**config.mk**
```make
export PLATFORM = sky130hd
export DESIGN_NAME = ahb3lite_bus_mux
export DESIGN_NICKNAME = d
export VERILOG_FILES = /design/src/rtl/ahb3lite_pkg.sv /design/src/rtl/ahb3lite_default_slave.sv /design/src/rtl/ahb3lite_bus_mux.sv
export SDC_FILE = /design/constraint.sdc
export NUM_CORES = 1
export LEC_CHECK = 0
export CAP_MARGIN = 10
export CORE_AREA = 2 2 85 87
export CTS_BUF_LIST = sky130_fd_sc_hd__clkbuf_2 sky130_fd_sc_hd__clkbuf_4 sky130_fd_sc_hd__clkbuf_8
export DETAILED_ROUTE_END_ITERATION = 10
export DIE_AREA = 0 0 87 89
export PLACE_DENSITY = 0.79
export SYNTH_ARGS = -nofsm -noshare
export SYNTH_HDL_FRONTEND = slang
export SYNTH_HIERARCHICAL = 1
export SYNTH_SLANG_ARGS = --single-unit
```
**constraint.sdc**
```tcl
create_clock -name HCLK -period 4.2 [get_ports HCLK]
set_input_delay 0.42 -clock HCLK [delete_from_list [all_inputs] [get_ports HCLK]]
set_output_delay 0.42 -clock HCLK [all_outputs]
set_load 0.02 [all_outputs]
```
**src/rtl/ahb3lite_pkg.sv**
```systemverilog
// Shared AHB-Lite definitions for the slave-side bus mux.
//   htrans_t   : master transfer type encoding
//   OKAY/ERROR : HRESP encodings
//   ds_state_t : default-slave response states
package ahb3lite_pkg;

  typedef enum logic [1:0] {
    IDLE   = 2'b00,
    BUSY   = 2'b01,
    NONSEQ = 2'b10,
    SEQ    = 2'b11
  } htrans_t;

  localparam logic OKAY  = 1'b0;
  localparam logic ERROR = 1'b1;

  typedef enum logic [1:0] {
    DS_IDLE = 2'b00,
    DS_ERR1 = 2'b01,
    DS_ERR2 = 2'b10
  } ds_state_t;

endpackage

```
**src/rtl/ahb3lite_default_slave.sv**
```systemverilog
// Default slave for unmapped address regions. Answers IDLE/BUSY with a
// zero-wait OKAY and NONSEQ/SEQ with the two-cycle ERROR response, and
// counts ERROR responses in a saturating counter.
// Ports:
//   HCLK, HRESET   clock, synchronous active-high reset
//   active         current address phase targets an unmapped region
//   HREADY         bus HREADY (address phase is accepted when high)
//   HTRANS         master transfer type
//   ds_hready      default-slave ready
//   ds_hresp       default-slave response
//   ERR_CNT        saturating count of ERROR responses
module ahb3lite_default_slave
  import ahb3lite_pkg::*;
#(
  parameter int CNT_W = 8
) (
  input  logic             HCLK,
  input  logic             HRESET,
  input  logic             active,
  input  logic             HREADY,
  input  logic [1:0]       HTRANS,
  output logic             ds_hready,
  output logic             ds_hresp,
  output logic [CNT_W-1:0] ERR_CNT
);

  ds_state_t state, state_nxt;
  logic      err_start;

  assign err_start = HREADY && active && (HTRANS == NONSEQ || HTRANS == SEQ);

  always_ff @(posedge HCLK) begin
    if (HRESET) begin
      state <= DS_IDLE;
    end else begin
      state <= state_nxt;
    end
  end

  always_comb begin
    state_nxt = state;
    case (state)
      DS_IDLE: if (err_start) state_nxt = DS_ERR1;
      DS_ERR1: state_nxt = DS_ERR2;
      DS_ERR2: state_nxt = err_start ? DS_ERR1 : DS_IDLE;
      default: state_nxt = DS_IDLE;
    endcase
  end

  // Outputs decode from state alone so bus HREADY never loops back
  // through the next-state logic.
  assign ds_hready = (state != DS_ERR1);
  assign ds_hresp  = (state == DS_IDLE) ? OKAY : ERROR;

  always_ff @(posedge HCLK) begin
    if (HRESET) begin
      ERR_CNT <= '0;
    end else if (state_nxt == DS_ERR1 && ERR_CNT != '1) begin
      ERR_CNT <= ERR_CNT + 1'b1;
    end
  end

endmodule

```
**src/rtl/ahb3lite_bus_mux.sv**
```systemverilog
// AHB-Lite slave-side interconnect: decodes the address phase to a one-hot
// HSEL, registers the selected slave for the data phase, muxes read data
// and responses back to the master, and routes unmapped regions to a
// built-in default slave.
// Ports:
//   HCLK, HRESET                  clock, synchronous active-high reset
//   HADDR, HTRANS                 master address phase
//   HSEL                          one-hot slave select (address phase)
//   HRDATA_S, HRESP_S, HREADYOUT_S  packed slave responses
//   HRDATA, HRESP, HREADY         muxed response to master
//   ERR_CNT                       default-slave ERROR count
module ahb3lite_bus_mux
  import ahb3lite_pkg::*;
#(
  parameter int NUM_SLAVES = 4,
  parameter int SEL_BITS   = 2,
  parameter int ADDR_W     = 32,
  parameter int DATA_W     = 32,
  parameter int CNT_W      = 8
) (
  input  logic                         HCLK,
  input  logic                         HRESET,
  input  logic [ADDR_W-1:0]            HADDR,
  input  logic [1:0]                   HTRANS,
  output logic [NUM_SLAVES-1:0]        HSEL,
  input  logic [NUM_SLAVES*DATA_W-1:0] HRDATA_S,
  input  logic [NUM_SLAVES-1:0]        HRESP_S,
  input  logic [NUM_SLAVES-1:0]        HREADYOUT_S,
  output logic [DATA_W-1:0]            HRDATA,
  output logic                         HRESP,
  output logic                         HREADY,
  output logic [CNT_W-1:0]             ERR_CNT
);

  if (NUM_SLAVES < 1 || NUM_SLAVES > 2**SEL_BITS) begin : g_bad_num_slaves
    $error("ahb3lite_bus_mux: NUM_SLAVES must be in 1..2**SEL_BITS");
  end

  logic [SEL_BITS-1:0] idx;
  logic                mapped;
  logic                dsel_def;
  logic [SEL_BITS-1:0] dsel_idx;
  logic                ds_hready;
  logic                ds_hresp;
  logic                unused_addr;

  assign idx         = HADDR[ADDR_W-1 -: SEL_BITS];
  assign unused_addr = ^HADDR[ADDR_W-SEL_BITS-1:0];

  always_comb begin
    HSEL = '0;
    for (int i = 0; i < NUM_SLAVES; i++) begin
      HSEL[i] = (idx == SEL_BITS'(i));
    end
  end

  // An index is mapped exactly when it selects one of the slaves.
  assign mapped = |HSEL;

  // Data-phase select: follows the accepted address phase, frozen in waits.
  always_ff @(posedge HCLK) begin
    if (HRESET) begin
      dsel_def <= 1'b1;
      dsel_idx <= '0;
    end else if (HREADY) begin
      dsel_def <= !mapped;
      dsel_idx <= idx;
    end
  end

  always_comb begin
    HRDATA = '0;
    HRESP  = ds_hresp;
    HREADY = ds_hready;
    if (!dsel_def) begin
      HRESP  = OKAY;
      HREADY = 1'b1;
      for (int i = 0; i < NUM_SLAVES; i++) begin
        if (dsel_idx == SEL_BITS'(i)) begin
          HRDATA = HRDATA_S[i*DATA_W +: DATA_W];
          HRESP  = HRESP_S[i];
          HREADY = HREADYOUT_S[i];
        end
      end
    end
  end

  ahb3lite_default_slave #(
    .CNT_W (CNT_W)
  ) u_default_slave (
    .HCLK      (HCLK),
    .HRESET    (HRESET),
    .active    (!mapped),
    .HREADY    (HREADY),
    .HTRANS    (HTRANS),
    .ds_hready (ds_hready),
    .ds_hresp  (ds_hresp),
    .ERR_CNT   (ERR_CNT)
  );

endmodule

```
==> summary.txt, run 1 <==
POWER
--------------------------------------------------------------------------------
Ratio of total power to cell area                                   177.9 nW/µm²
Worst supply voltage drop on vdd                                       0.2266 mV
Static power due to leakage                                             1.279 nW
Total power after layout                                                653.3 µW

TIMING
--------------------------------------------------------------------------------
Maximum clock frequency                                                339.8 MHz
Slew margin rel.                                                          0.6237
Clk_skew                                                               0.3550 ps
Summed negative setup slack over all endpoints                              0 ps
Final period util                                                         0.7008
RSZ-0062 raised after global routing                                          no
Final worst path period need                                             2943 ps
Number of setup violations in the final report                                 0
Transition time of the tightest slew-check pin                          564.4 ps
Number of pins with negative max-slew slack in the final report                0
Number of hold violations in the final report                                  0

FINAL LAYOUT
--------------------------------------------------------------------------------
Fraction of final layout cells sized beyond drive strength 1              0.1592
Antenna fix cells                                                              0
Post-Layout Inst Area                                                   3672 µm²
Nets                                                                         507
Layout Utilization                                                        0.5466
Number of filler cells placed in the layout                                  584
Layout Area Growth over Synthesis                                         115.2%
Count of non-filler cells in the finished layout                             413

LOGIC SYNTHESIS
--------------------------------------------------------------------------------
Synth warn                                                                     6
Area contributors post-synth                                        sky130_fd_sc_hd__mux4_2 (44%), sky130_fd_sc_hd__dfxtp_1 (15%), sky130_fd_sc_hd__nor2b_1 (12%)
Post-synthesis instance total                                                150
Register bit total from synthesis                                             13
Post-synth top flop                                                 sky130_fd_sc_hd__dfxtp_1
Simple-gate portion of the synthesized area                               0.2258
Syn Area/Cell                                                          11.38 µm²
Post-Synthesis Cell Area                                                1707 µm²
Portion of the post-synthesis area used by sequential elements            0.1525
Share of the synthesized area in the top cell type                        0.4355
Mux cell area share after synthesis                                       0.4692
Number of distinct library cells after synthesis                              37
Most frequent cells after synthesis                                 sky130_fd_sc_hd__nor2b_1 (34), sky130_fd_sc_hd__mux4_2 (33), sky130_fd_sc_hd__dfxtp_1 (13)
Cell type with the highest aggregate area in the netlist            sky130_fd_sc_hd__mux4_2
Cell with the most instances after synthesis                        sky130_fd_sc_hd__nor2b_1
Dominant combinational cell family by area after synthesis          multiplexers
Number of enable flip-flop cells after synthesis                               0
Share of async-settable or async-resettable flops after synthesis              0
Synth Area in XOR/XNOR                                                   0.03079
Synthesized-area fraction occupied by adder cells                       0.007331
Fraction of the mapped netlist area in compound gates                    0.06085

CRITICAL PATH
--------------------------------------------------------------------------------
Startpoint of the worst register-to-register path                    dsel_idx[0]
Largest delay share family, worst path                              buffers and inverters
Data arrival time of the worst path                                      2520 ps
Worst reg-to-reg path cell count                                               3
Worst setup slack for register-to-register paths                         2600 ps
Crit Path Class                                                          reg2out
CP required                                                              3780 ps
Endpoint kind of the worst setup timing path                        primary output
Critical Path Fanout Max                                                      18
Critical register-to-register path endpoint                          dsel_idx[0]
Maximum single-stage delay on the critical path                           690 ps
Cell with the largest stage delay on the worst path                 sky130_fd_sc_hd__dfxtp_2
Critical path buffer and inverter count                                        2
Crit path launch type                                                  flip-flop
Chain of cells forming the critical path                            buf_4 -> mux4_2 -> nor2b_1 -> clkdlybuf4s50_1

CLOCK NETWORK
--------------------------------------------------------------------------------
Number of gates resized after cts                                              0
CTS tree                                                                    done
Cts hold-fix bufs                                                              0
Setup repair bufs after CTS                                                    0
Clock Latency Late Sink                                                   240 ps
Number of buffers inserted during clock tree synthesis                         3
CTS H-Tree Depth                                                               1
Maximum number of buffers from clock root to sink                              2
Root buf cell                                                       sky130_fd_sc_hd__clkbuf_8
Clock transition at the registers of the reported paths                    50 ps
Clk sink count                                                                13

ROUTING
--------------------------------------------------------------------------------
Detailed-routing iteration count for the pre-antenna-repair pass               3
Sum of routed wire length over all layers                               7.410 mm
Number of vias in the routed layout                                         1959
Number of DRC violations after detailed routing                                0
Wire length per cell                                                    17.94 µm
Via/cell ratio                                                             4.743
Detailed router's first-iteration violation count                             49
Antenna violation net count after detailed routing                             0

HOLD PATH
--------------------------------------------------------------------------------
Worst Hold End                                                      u_default_slave/state[1]
Min-Delay Startpoint                                                u_default_slave/state[0]
Hold WC Path Type                                                        reg2reg
Number of instances on the worst hold path                                     2

DIE
--------------------------------------------------------------------------------
Number of top-level pins                                                     218
Core Area                                                               6719 µm²
Die Footprint                                                           7743 µm²
Cell Rows                                                                     30
Chip Width                                                                 87 µm
Die Ht                                                                     89 µm
Initial core utilization                                                  0.2540

RUN STATUS
--------------------------------------------------------------------------------
Status                                                                 completed

JOB
--------------------------------------------------------------------------------
Number of max-cap violations                                                   0

GRT
--------------------------------------------------------------------------------
Wire length of the first global-routing pass                            10.51 mm
Aggregate global-route resource usage                                     0.1744
GR Overflow Total                                                              0
Maximum number of pins on one net before global-route repair                  34
Via count of the first global-routing pass                                  2070
Number of antenna violations at the first check in global routing              0

PLACED DESIGN
--------------------------------------------------------------------------------
Global placer's final weighted congestion                                 0.8200
Placed cells                                                                 409
Port Buffer Count                                                            186
Placed wire-length estimate after detailed placement                    6.292 mm
Cell area after placement                                               3623 µm²

## sequential cells by signal, summed over array words and instances, names as in the netlist
signal / flops
u_default_slave/ERR_CNT: 8
u_default_slave/state: 2
dsel_def: 1
dsel_idx: 2
## area by class of cell
cell class	instances	area [µm²]	area share
well taps	80	100.1	0.02726
repair buffers	190	1892	0.5152
clock buffers	4	48.80	0.01329
inverters	2	7.507	0.002044
multi-input cells	124	1363	0.3710
flip-flops and latches	13	261.5	0.07121
## cell families (layout without fill, tap and decap cells)
group           after synthesis  in the layout
other cells                   1              2
mux                          38             38
simple gates                 65             65
compound gates               12             12
buf+inv                      14            196
flops                        13             13
fa+ha+maj                     1              1
xor+xnor                      6              6
## per-stage QoR
stage,setup slack (ps),hold WS [ps]
final,1257,493.6
after CTS,1147,500.5
after detailed placement,1411,490.5
after global routing,1054,537.1
after floorplan,2464,449.6
after global placement,1446,475.5
## power breakdown
group	leakage (nW)	internal (mW)	switching [mW]
sequential	0.106	0.128	0.0120
clock	0.0262	0.0734	0.0432
combinational	1.15	0.265	0.132
total	1.28	0.467	0.187
## per-layer routing
metal	wire (µm)	global-route usage	up-vias
li1	-	-	945
met1	2511	0.1857	922
met5	0	0	-
met2	4162	0.3414	84
met4	121	0.03835	0
met3	615	0.04709	8
## worst reg2reg max path: cells and delay by family, from the launching register on
kind,cells,cell delay (ps)
muxes,1,370
AOI/OAI and AO/OA,2,440
DFF,1,690
## cell usage in the layout, fill, tap and decap left out, drive strengths merged, types with 3 or more instances in the layout
cell type | Yosys | final
nor2 | 12 | 12
xor2 | 5 | 5
o211ai | 5 | 5
dfxtp | 13 | 13
nand2b | 3 | 3
buf | 8 | 4
mux2 | 3 | 3
clkdlybuf4s50 | 0 | 186
nor2b | 34 | 34
mux4 | 33 | 33
nand2 | 4 | 4
clkbuf | 4 | 4
## worst max-delay path by stage
stage               slack, ps  depth (start not counted)   startpoint    endpoint
floorplan                2460                          4  dsel_idx[0]  HRDATA[10]
global placement         1450                          4  dsel_idx[0]  HRDATA[19]
detailed placement       1410                          4  dsel_idx[0]  HRDATA[19]
CTS                      1150                          4  dsel_idx[0]  HRDATA[19]
global route             1050                          4  dsel_idx[0]  HRDATA[14]
finish                   1260                          4  dsel_idx[0]  HRDATA[19]
Note: power is estimated with default switching activity, not from simulation.
==> run 2, diff against run 1 <==
Settings changed: CORE_AREA 2 2 85 87 to default, CORE_MARGIN from default to 1.5, CORE_UTILIZATION from default to 24, DIE_AREA 0 0 87 89 to default, PLACE_DENSITY 0.79 to 0.8.
Clock period 4.2 ns to 2.6 ns, I/O delays scaled along.
==> run 2 against run 1 <==
  * Register-to-register slack worse by 1700 ps
  * Clock power is 62% higher
  * Global-route usage shrank 0.43 points
  * Via count grew 0.51%
==> summary.txt, run 2 (synthesized netlist as in run 1, its figures left out) <==
RUN STATUS
--------------------------------------------------------------------------------
Status                                                                 completed

TIMING
--------------------------------------------------------------------------------
Number of pins with negative max-slew slack in the final report                0   unchanged
Summed negative setup slack over all endpoints                              0 ps   unchanged
Final period util                                                         0.9553
Final worst path period need                                             2484 ps
RSZ-0062 raised after global routing                                          no
Number of setup violations in the final report                                 0   unchanged
Maximum clock frequency                                                402.6 MHz
Number of hold violations in the final report                                  0   unchanged
Clk_skew                                                               0.3949 ps   +0.03986 ps

POWER
--------------------------------------------------------------------------------
Clock share of power                                                       0.178   about the same
Net switching power figure                                              301.8 µW   +62%
Int Pwr                                                                 761.3 µW   +63%
Combinational Power Share                                                  0.618   +0.011
Sequential fraction of design power                                        0.204   -0.010
Switching share of total power                                            0.2839   -0.002042
Ratio of total power to cell area                                   285.2 nW/µm²   +60%
Worst supply voltage drop on vdd                                       0.3071 mV   +36%
Total power after layout                                                1.063 mW   +63%
Static power due to leakage                                             1.298 nW   +1.5%

DIE
--------------------------------------------------------------------------------
Initial core utilization                                                  0.2498   -0.004187
Core Area                                                               6832 µm²   +1.7%
Cell Rows                                                                     30   unchanged
Number of top-level pins                                                     218   unchanged
Die Footprint                                                           7626 µm²   -1.5%
Die Ht                                                                  87.33 µm   -1.9%
Chip Width                                                              87.33 µm   +0.37%

CRITICAL PATH
--------------------------------------------------------------------------------
Endpoint kind of the worst setup timing path                        primary output
Critical Path Fanout Max                                                       8   -10
Critical path buffer and inverter count                                        2   unchanged
Data arrival time of the worst path                                      2220 ps   -300 ps
Chain of cells forming the critical path                            buf_4 -> mux4_2 -> mux2_2 -> clkdlybuf4s50_1
Crit path from                                                       dsel_idx[0]
Startpoint of the worst register-to-register path                    dsel_idx[0]
Cell with the largest stage delay on the worst path                 sky130_fd_sc_hd__clkdlybuf4s50_1
Largest delay share family, worst path                              buffers and inverters
Maximum single-stage delay on the critical path                           550 ps   -140 ps
Crit path launch type                                                  flip-flop
Crit Path Class                                                          reg2out
CP required                                                              2340 ps   -1440 ps

ROUTING
--------------------------------------------------------------------------------
Number of vias in the routed layout                                         1969   +0.51%
Antenna violation net count after detailed routing                             0   unchanged
Detailed router's first-iteration violation count                             50   +2.0%
Wire length per cell                                                    16.72 µm   -6.8%
Detailed-routing iteration count for the pre-antenna-repair pass               4   +1
Via/cell ratio                                                             4.558   -3.9%
Number of DRC violations after detailed routing                                0   unchanged
Sum of routed wire length over all layers                               7.222 mm   -2.5%

CLOCK NETWORK
--------------------------------------------------------------------------------
Setup repair bufs after CTS                                                    0   unchanged
Number of buffers inserted during clock tree synthesis                         3   unchanged
Maximum number of buffers from clock root to sink                              2   unchanged
Clock transition at the registers of the reported paths                    60 ps   about the same
Clock Latency Late Sink                                                   240 ps   about the same
Number of gates resized after cts                                              0   unchanged
Cts hold-fix bufs                                                              0   unchanged
CTS H-Tree Depth                                                               1   unchanged
CTS tree                                                                    done
Root buf cell                                                       sky130_fd_sc_hd__clkbuf_8
Clk sink count                                                                13   unchanged

HOLD PATH
--------------------------------------------------------------------------------
Hold WC Path Type                                                        reg2reg
Min-Delay Startpoint                                                u_default_slave/ERR_CNT[6]

PLACED DESIGN
--------------------------------------------------------------------------------
Port Buffer Count                                                            186   unchanged
Global placer's final weighted congestion                                 0.7382   -10%
Cell area after placement                                               3679 µm²   +1.5%
Placed wire-length estimate after detailed placement                    6.123 mm   -2.7%

GRT
--------------------------------------------------------------------------------
Via count of the first global-routing pass                                  1970   -4.8%
Aggregate global-route resource usage                                     0.1701   -0.004251
Number of antenna violations at the first check in global routing              0   unchanged
Wire length of the first global-routing pass                            10.05 mm   -4.3%
GR Overflow Total                                                              0   unchanged
Maximum number of pins on one net before global-route repair                  25   -26%

FINAL LAYOUT
--------------------------------------------------------------------------------
Post-Layout Inst Area                                                   3727 µm²   +1.5%
Layout Area Growth over Synthesis                                         118.4%
Commonest non-fill, non-tap cell in the layout                      sky130_fd_sc_hd__clkdlybuf4s50_1
Number of flip-flops under the largest register name                           8   unchanged
Antenna fix cells                                                              0   unchanged
Number of filler cells placed in the layout                                  615   +5.3%
Register with the most flip-flops                                   u_default_slave/ERR_CNT
Most frequent cells in the layout                                   sky130_fd_sc_hd__clkdlybuf4s50_1 (186), sky130_fd_sc_hd__nor2b_1 (34), sky130_fd_sc_hd__mux4_2 (33)
Nets                                                                         510   +0.59%
Fraction of final layout cells sized beyond drive strength 1              0.1667   +0.007508
Registers with the highest flip-flop counts                         u_default_slave/ERR_CNT x8, dsel_idx x2, u_default_slave/state x2

JOB
--------------------------------------------------------------------------------
Number of max-cap violations                                                   0   unchanged

[run 2: path summary, 6_finish.rpt]
kind,slack [ps],end,cells past startpoint
max,120,HRESP,4
min,500,u_default_slave/ERR_CNT[6],2
max reg2reg,910,dsel_idx[0],4
min reg2reg,500,u_default_slave/ERR_CNT[6],2
[run 2: power by group through the flow]
stage | combinational, mW | clock, mW | sequential, mW
2_1_floorplan | 0.312 | 0 | 0.218
3_3_place_gp | 0.650 | 0 | 0.221
3_5_place_dp | 0.658 | 0 | 0.222
4_1_cts | 0.661 | 0.197 | 0.217
5_1_grt | 0.694 | 0.208 | 0.218
6_report | 0.657 | 0.189 | 0.217
[run 2: stage by stage]
stage	util	setup WS (ps)	hold slack, ps	cells
detailed placement	0.5385	345.6	491.9	428
floorplan	-	1024	374.2	151
finish	0.5456	116.2	495.4	432
global route	0.5456	5.799	514.4	432
CTS	0.5456	79.99	501.0	432
global placement	0.5385	352.1	472.4	428
[run 2: worst min-delay path: stages (launching register included)]
cell,delay [ps]
sky130_fd_sc_hd__dfxtp_1,330
sky130_fd_sc_hd__o31ai_1,70
sky130_fd_sc_hd__a21oi_1,60
[run 2: layout make-up]
type                            count  area, µm²  share of cell area
Tap cell                           96      120.1             0.03223
Inverter                            2      7.507            0.002014
Multi-Input combinational cell    124       1363              0.3656
Clock buffer                        4      48.80             0.01309
Sequential cell                    13      261.5             0.07016
Timing Repair Buffer              193       1927              0.5170
[run 2: metal layers]
layer / global-route usage / wire length [µm] / up-vias / share of wire
li1: - / - / 948 / -
met1: 0.1830 / 2671 / 927 / 0.37
met2: 0.3357 / 3902 / 86 / 0.54
met3: 0.03507 / 517 / 8 / 0.072
met4: 0.03752 / 130 / 0 / 0.018
met5: 0 / 0 / - / 0
